[src/rtl/dmem_arbiter.sv]
`default_nettype none
// ============================================================================
// Module   : dmem_arbiter
// Purpose  : Two-port arbiter in front of a single-ported data memory.
//            Port 0 is the CPU, port 1 the loader/debug port. One access is
//            performed per ACCESS cycle; reads return registered data one
//            cycle after the grant.
// Ports    : clk                 - clock, rising edge
//            reset               - asynchronous active-low reset
//            req0/req1           - access requests
//            we0/we1             - 1 = write, 0 = read
//            addr0/addr1         - word addresses
//            wdata0/wdata1       - write data
//            gnt0/gnt1           - grant pulse, access happens this cycle
//            rvalid0/rvalid1     - read-data-valid pulse
//            rdata0/rdata1       - read data (held until next read of port)
//            mem_w_en            - memory write enable
//            mem_addr            - memory address (read and write)
//            mem_wdata           - memory write data
//            mem_rdata           - memory read data, combinational from addr
// Options  : DMEM_ARB_RR_EN defined   -> round-robin arbitration
//            DMEM_ARB_RR_EN undefined -> fixed priority, port 0 wins
// Revision : 1.0 - initial release
// ============================================================================
module dmem_arbiter #(
    parameter int ADDR_W = 6,
    parameter int DATA_W = 32
) (
    input  logic              clk,
    input  logic              reset,
    input  logic              req0,
    input  logic              req1,
    input  logic              we0,
    input  logic              we1,
    input  logic [ADDR_W-1:0] addr0,
    input  logic [ADDR_W-1:0] addr1,
    input  logic [DATA_W-1:0] wdata0,
    input  logic [DATA_W-1:0] wdata1,
    output logic              gnt0,
    output logic              gnt1,
    output logic              rvalid0,
    output logic              rvalid1,
    output logic [DATA_W-1:0] rdata0,
    output logic [DATA_W-1:0] rdata1,
    output logic              mem_w_en,
    output logic [ADDR_W-1:0] mem_addr,
    output logic [DATA_W-1:0] mem_wdata,
    input  logic [DATA_W-1:0] mem_rdata
);

    localparam logic [0:0] c_ST_IDLE   = 1'b0;
    localparam logic [0:0] c_ST_ACCESS = 1'b1;

    logic [0:0]        r_state;
    logic [0:0]        w_state_nxt;
    logic              r_port;      // port owning the current ACCESS cycle
    logic              r_we;
    logic [ADDR_W-1:0] r_addr;
    logic [DATA_W-1:0] r_wdata;
    logic [DATA_W-1:0] r_rdata0;
    logic [DATA_W-1:0] r_rdata1;
    logic              r_rvalid0;
    logic              r_rvalid1;
`ifdef DMEM_ARB_RR_EN
    logic              r_ptr;       // port favoured on a tie
`endif

    logic              w_access;
    logic              w_elig0;
    logic              w_elig1;
    logic              w_any;
    logic              w_win;

    // ------------------------------------------------------------------------
    // Next-state, arbitration and memory-side outputs
    // ------------------------------------------------------------------------
    always_comb begin
        w_access    = (r_state == c_ST_ACCESS);
        // The port being served right now is masked for this edge, which
        // makes a lone continuous requester get every other cycle and two
        // continuous requesters alternate.
        w_elig0     = req0 & ~(w_access & ~r_port);
        w_elig1     = req1 & ~(w_access &  r_port);
        w_any       = w_elig0 | w_elig1;
        w_win       = 1'b0;
        w_state_nxt = c_ST_IDLE;

`ifdef DMEM_ARB_RR_EN
        if (w_elig0 && w_elig1) begin
            w_win = r_ptr;
        end else begin
            w_win = w_elig1;
        end
`else
        w_win = ~w_elig0;
`endif

        if (w_any) begin
            w_state_nxt = c_ST_ACCESS;
        end

        gnt0      = w_access & ~r_port;
        gnt1      = w_access &  r_port;
        mem_w_en  = w_access & r_we;
        mem_addr  = '0;
        mem_wdata = '0;
        if (w_access) begin
            mem_addr  = r_addr;
            mem_wdata = r_wdata;
        end
    end

    // ------------------------------------------------------------------------
    // State, latched request and read-return registers
    // ------------------------------------------------------------------------
    always_ff @(posedge clk or negedge reset) begin
        if (!reset) begin
            r_state   <= c_ST_IDLE;
            r_port    <= 1'b0;
            r_we      <= 1'b0;
            r_addr    <= '0;
            r_wdata   <= '0;
            r_rdata0  <= '0;
            r_rdata1  <= '0;
            r_rvalid0 <= 1'b0;
            r_rvalid1 <= 1'b0;
`ifdef DMEM_ARB_RR_EN
            r_ptr     <= 1'b0;
`endif
        end else begin
            r_state <= w_state_nxt;
            if (w_any) begin
                r_port  <= w_win;
                r_we    <= w_win ? we1    : we0;
                r_addr  <= w_win ? addr1  : addr0;
                r_wdata <= w_win ? wdata1 : wdata0;
`ifdef DMEM_ARB_RR_EN
                r_ptr   <= ~w_win;
`endif
            end

            // Read data is captured at the edge that ends the access.
            r_rvalid0 <= w_access & ~r_we & ~r_port;
            r_rvalid1 <= w_access & ~r_we &  r_port;
            if (w_access && !r_we) begin
                if (r_port) begin
                    r_rdata1 <= mem_rdata;
                end else begin
                    r_rdata0 <= mem_rdata;
                end
            end
        end
    end

    assign rvalid0 = r_rvalid0;
    assign rvalid1 = r_rvalid1;
    assign rdata0  = r_rdata0;
    assign rdata1  = r_rdata1;

endmodule
`default_nettype wire
[config.mk]
export PLATFORM = sky130hd
export DESIGN_NAME = dmem_arbiter
export DESIGN_NICKNAME = d
export VERILOG_FILES = /design/src/rtl/dmem_arbiter.sv
export SDC_FILE = /design/constraint.sdc
export NUM_CORES = 1
export LEC_CHECK = 0
export BUFFER_PORTS_ARGS = -buffer_cell sky130_fd_sc_hd__buf_2
export CORE_MARGIN = 2
export CORE_UTILIZATION = 50
export DETAILED_ROUTE_END_ITERATION = 12
export PLACE_DENSITY_LB_ADDON = 0.2
export SLEW_MARGIN = 20
export SYNTH_ARGS = -nofsm -noshare
export SYNTH_HDL_FRONTEND = slang
export SYNTH_SLANG_ARGS = --single-unit
[constraint.sdc]
create_clock -name clk -period 2.45 [get_ports clk]
set_clock_uncertainty 0.1 [all_clocks]
set_input_delay 0.1225 -clock clk [delete_from_list [all_inputs] [get_ports clk]]
set_output_delay 0.1225 -clock clk [all_outputs]
set_load 0.01 [all_outputs]
==> flow_metrics.tcl, run 1 <==
set metrics [dict create \
    cts_tree "yes" \
    clock-sinks 107 \
    p_sw_w 0.002135 \
    firstDrtPassIters 5 \
    arrival_ns 2.37 \
    finalWirelength_um 13020 \
    maxSlewHeadroom 0.5432 \
    die_h_um 99.68 \
    leakage_nw 3.545 \
    tightest_slew_ns 0.6851 \
    highest_layer "met5" \
    avgSynthCellArea_um2 12.61 \
    path_clk_slew_ns 0.10 \
    root_buffer "clkbuf_8" \
    rows 34 \
    drive_gt1_frac 0.4092 \
    pwr-share-seq 0.444 \
    cp_num_buf_inv 2 \
    drc 0 \
    min_from "wdata1[22]" \
    clkLatencyLatePin_ns 0.35 \
    critPathMaxFanout 22 \
    htreeDepth 3 \
    fin_tns_setup_ns 0 \
    grt.overflow.total 0 \
    drt-met1-wl_um 4956 \
    initial_core_util 0.5197 \
    crit_required_ns 2.59 \
    synth_area_um2 4577 \
    crit_slowest_cell "dlygate4sd3_1" \
    slew_viol_final 0 \
    peakVddDrop_uv 466.7 \
    path_delay_family "buffers and inverters" \
    grt_pass1_wl_um 20760 \
    port_buffers 220 \
    dpl_cell_area_um2 5794 \
    finalSetupViolations 0 \
    wl_met3_um 716 \
    cts_buffers 9 \
    drt_iter0_markers 90 \
    crit_path_end_kind "flip-flop" \
    clkPwrFrac 0.173 \
    fp.dieW_um 99.68 \
    reg2reg_from "r_state$_DFF_PN0_" \
    internal_power_w 0.004181 \
    min_period_over_period 0.9108 \
    rsz0062_at_grt "no" \
    drv_cap 0 \
    ys_seq_area_frac 0.5850 \
    clk_path_buf_depth 2 \
    final_area_um2 7078 \
    viasPerCell 4.996 \
    fin_crit_ns 2.231 \
    syn_nets 477 \
    max_freq_mhz 448.1 \
    antenna_found_initial 1 \
    wl_per_cell_um 16.23 \
    cp-start-kind "flip-flop" \
    syn_inst 363 \
    critPathLaunch "r_state$_DFF_PN0_" \
    postRouteAntennaNets 0 \
    crit_type "flip-flop to flip-flop" \
    core_area_um2 8806 \
    status "completed" \
    num_vias 4007 \
    synth_warnings 0 \
    p_sw_frac 0.3380 \
    hold_path.class "primary input to flip-flop" \
    cpPeakStageDelay_ns 0.58 \
    ys_ff_latch 107 \
    p_per_area_nw_per_um2 892.3 \
    diodes 0 \
    grt_max_degree 57 \
    nets 803 \
    yosysUniqueCellTypes 17 \
    area_growth_pct 54.65 \
    grt_usage 0.2670 \
    wl_met2_um 6978 \
    hpwlAfterDp_um 8022 \
    path_cells "nand2b_1 > nand2_2 > buf_4 > mux2i_1 > dlygate4sd3_1 > a21oi_1" \
    grt_pass1_vias 4350 \
    place_congestion 0.8053 \
    num_io_pins 221 \
    combPwrFrac 0.384 \
    die_area_um2 9935 \
    timing.final.hold_violations 0 \
]
[layer usage]
layer,up-vias,GRT usage
li1,1885,-
met1,1916,0.2918
met2,169,0.5021
met3,35,0.06114
met4,2,0.09800
met5,-,0
[registers in the layout, summed over array words and instances (netlist names)]
name	count
rvalid1	1
rvalid0	1
r_wdata	32
rdata0	32
rdata1	32
r_state	1
r_port	1
r_we	1
r_addr	6
[synthesized netlist by cell type]
cell	instances	area, um^2
buf_4	3	22.52
clkbuf_1	5	18.77
o21a_1	1	7.510
or2_1	1	6.260
nor2_2	1	6.260
and2_1	39	244.0
dfrtp_1	107	2678
inv_1	3	11.26
buf_6	3	33.78
nand2b_1	1	6.260
mux2_2	35	394.1
a21oi_1	40	200.2
mux2i_1	40	400.4
nor2_1	40	150.1
mux2_1	29	326.6
nand2_1	3	11.26
buf_2	12	60.06
[cell usage in the layout, fill, tap and decap left out, types with 2 or more instances in the layout]
| master | n |
|---|---|
| a21oi_1 | 39 |
| and2_1 | 39 |
| buf_12 | 2 |
| buf_2 | 219 |
| buf_4 | 9 |
| clkbuf_8 | 9 |
| clkinvlp_4 | 2 |
| dfrtp_1 | 106 |
| dlygate4sd3_1 | 108 |
| inv_1 | 3 |
| mux2_1 | 29 |
| mux2_2 | 35 |
| mux2i_1 | 40 |
| nand2_1 | 2 |
| nor2_1 | 40 |
[power by group through the flow]
stage	Clock [W]	Combinational [W]	Sequential, W
floorplan	0	0.000949	0.00305
finish	0.00109	0.00242	0.00280
detailed placement	0	0.00221	0.00283
global placement	0	0.00215	0.00281
CTS	0.00112	0.00239	0.00279
global route	0.00119	0.00263	0.00288
[timing repair]
| item | 4_1_cts | 5_1_grt |
|---|---|---|
| endpoints found under the setup margin | 0 | 8 |
| endpoints found under the hold margin | 154 | 0 |
| resized for setup | 0 | 1 |
| buffers inserted | 0 | 0 |
| hold buffers | 108 | 0 |
[layout make-up]
type,count,area (um^2)
Sequential cell,107,2679
Multi-Input combinational cell,230,1767
Inverter,3,11.26
Clock buffer,10,127.6
Tap cell,108,135.1
Timing Repair Buffer,338,2285
Fill cell,527,1728
Clock inverter,6,73.82
[stage by stage]
stage / worst slack, ns / total power (W) / util / hold slack [ns] / cells
after CTS: 0.1302 / 0.006311 / 0.8036 / 0.002314 / 802
after detailed placement: 0.5214 / 0.005041 / 0.6580 / 0.1084 / 678
after global routing: 0.09980 / 0.006703 / 0.8038 / 0.008629 / 802
final: 0.2186 / 0.006316 / 0.8038 / 0.003642 / 802
after global placement: 0.5943 / 0.004952 / 0.6580 / 0.1069 / 678
after floorplan: 0.8988 / 0.004000 / - / -0.2731 / 363
[worst reg2reg max path, stage by stage (launching register included)]
cell           delay (ns)
dfrtp_2              0.50
nand2b_1             0.14
nand2_2              0.10
buf_4                0.33
mux2i_1              0.30
dlygate4sd3_1        0.58
a21oi_1              0.06
[kinds of logic after synthesis]
kind of cell / Yosys count / share of synthesized area
flip-flops: 107 / 0.5850
AND/OR/NAND/NOR: 85 / 0.09267
multiplexers: 104 / 0.2449
AO/OA/AOI/OAI: 41 / 0.04538
buffers and inverters: 26 / 0.03198
[path summary, 6_finish.rpt]
path,to,slack [ns],depth (start not counted)
worst max register to register,r_wdata[14]$_DFFE_PN0P_,0.22,6
worst max-delay path,r_wdata[14]$_DFFE_PN0P_,0.22,6
min in group asynchronous,rdata0[18]$_DFFE_PN0P_,0.25,2
worst min register to register,rdata1[28]$_DFFE_PN0P_,0.40,1
max in group asynchronous,rdata0[1]$_DFFE_PN0P_,1.33,3
worst min-delay path,r_wdata[22]$_DFFE_PN0P_,0.004,3
Note: power is estimated with default switching activity, not from simulation.
==> run 2, diff against run 1 <==
--- a/config.mk
+++ b/config.mk
@@ -5,10 +5,10 @@
 export SDC_FILE = /design/constraint.sdc
 export NUM_CORES = 1
 export LEC_CHECK = 0
-export BUFFER_PORTS_ARGS = -buffer_cell sky130_fd_sc_hd__buf_2
 export CORE_MARGIN = 2
-export CORE_UTILIZATION = 50
+export CORE_UTILIZATION = 60
 export DETAILED_ROUTE_END_ITERATION = 12
+export DONT_BUFFER_PORTS = 1
 export PLACE_DENSITY_LB_ADDON = 0.2
 export SLEW_MARGIN = 20
 export SYNTH_ARGS = -nofsm -noshare
==> flow_metrics.tcl, run 2 <==
set metrics [dict create \
    cts_buffers 9 \
    yosysUniqueCellTypes 17 \
    post_cts_buffers 0 \
    synth_warnings 0 \
    synth_edf_count 0 \
    ctsResizeCount 0 \
    ys_ff_latch 107 \
    hold_buffers 101 \
    syn_nets 477 \
    ys_seq_area_frac 0.5850 \
    synth_top_area_share 0.5850 \
    tool.error "[ERROR RSZ-0060] Max buffer count reached." \
    dpl_cell_area_um2 4632 \
    syn_inst 363 \
    dp_cells 446 \
    synth_largest_area_cell "dfrtp_1" \
    fp.dieW_um 91.34 \
    root_buffer "clkbuf_8" \
    port_buffers 0 \
    initial_core_util 0.6243 \
    status "did not finish" \
    synth_most_common_cell "dfrtp_1" \
    synth_area_um2 4577 \
    die_h_um 91.34 \
    synth.top_cells.by_count "107 x dfrtp_1, 40 x a21oi_1, 40 x mux2i_1, 40 x nor2_1, 39 x and2_1" \
    num_io_pins 221 \
    htreeDepth 3 \
    synthTopCellsByArea "dfrtp_1 59%, mux2i_1 8.7%, mux2_2 8.6%, mux2_1 7.1%, and2_1 5.3%" \
    synth_top_flop_cell "dfrtp_1" \
    place_congestion 0.7188 \
    hpwlAfterDp_um 6640 \
    rows 31 \
    stop_stage "clock tree synthesis (4_1_cts)" \
    avgSynthCellArea_um2 12.61 \
    clk_path_buf_depth 2 \
    clock-sinks 107 \
    synth-async-reset-ratio 1.000 \
]
run 2: cell families after synthesis:
logic type	after synthesis	share of synthesized area
flops	107	0.5850
mux	104	0.2449
simple gates	85	0.09267
compound gates	41	0.04538
buf+inv	26	0.03198
run 2: per-stage QoR:
| step | hold slack (ns) | setup slack, ns |
|---|---|---|
| after floorplan | -0.2731 | 0.8988 |
| after global placement | -0.2712 | 0.7805 |
| after detailed placement | -0.2709 | 0.7325 |
==> run 3, diff against run 2 <==
--- a/config.mk
+++ b/config.mk
@@ -6,10 +6,10 @@
 export NUM_CORES = 1
 export LEC_CHECK = 0
 export CORE_MARGIN = 2
-export CORE_UTILIZATION = 60
+export CORE_UTILIZATION = 40
 export DETAILED_ROUTE_END_ITERATION = 12
 export DONT_BUFFER_PORTS = 1
-export PLACE_DENSITY_LB_ADDON = 0.2
+export PLACE_DENSITY_LB_ADDON = 0.15
 export SLEW_MARGIN = 20
 export SYNTH_ARGS = -nofsm -noshare
 export SYNTH_HDL_FRONTEND = slang
==> flow_metrics.tcl, run 3 <==
set metrics [dict create \
    post-place-ws_ns 0.5164 \
    ctsResizeCount 0 \
    synth_most_common_cell "dfrtp_1" \
    status "did not finish" \
    tool.error "[ERROR RSZ-0060] Max buffer count reached." \
    place_congestion 0.7256 \
    fp.dieW_um 111.0 \
    synth_warnings 0 \
    synth_top_area_share 0.5850 \
    clock-sinks 107 \
    ys_seq_area_frac 0.5850 \
    hpwlAfterDp_um 6613 \
    yosysUniqueCellTypes 17 \
    rows 39 \
    synth_top_flop_cell "dfrtp_1" \
    ys_ff_latch 107 \
    htreeDepth 3 \
    root_buffer "clkbuf_16" \
    die_h_um 111.0 \
    stop_stage "clock tree synthesis (4_1_cts)" \
    synth.top_cells.by_count "107 x dfrtp_1, 40 x a21oi_1, 40 x mux2i_1, 40 x nor2_1, 39 x and2_1" \
    synth_edf_count 0 \
    syn_inst 363 \
    clk_path_buf_depth 2 \
    avgSynthCellArea_um2 12.61 \
    synth_area_um2 4577 \
    num_io_pins 221 \
    post_cts_buffers 0 \
    synthTopCellsByArea "dfrtp_1 59%, mux2i_1 8.7%, mux2_2 8.6%, mux2_1 7.1%, and2_1 5.3%" \
    synth_largest_area_cell "dfrtp_1" \
    synth-async-reset-ratio 1.000 \
    initial_core_util 0.4060 \
    cts_buffers 9 \
    port_buffers 0 \
    hold_buffers 102 \
    syn_nets 477 \
]
run 3: cell counts after synthesis:
Identical to the previous run, type by type.
run 3: stage by stage:
step,std cells,hold slack [ns],util,instance area [um^2]
floorplan,363,-0.2731,-,4577
global placement,489,-0.2710,0.4178,4710
detailed placement,489,-0.2709,0.4178,4710
run 3: kinds of logic after synthesis:
| kind of cell | synth area share |
|---|---|
| AND/OR/NAND/NOR | 0.09267 |
| buffers and inverters | 0.03198 |
| flip-flops | 0.5850 |
| AO/OA/AOI/OAI | 0.04538 |
| multiplexers | 0.2449 |
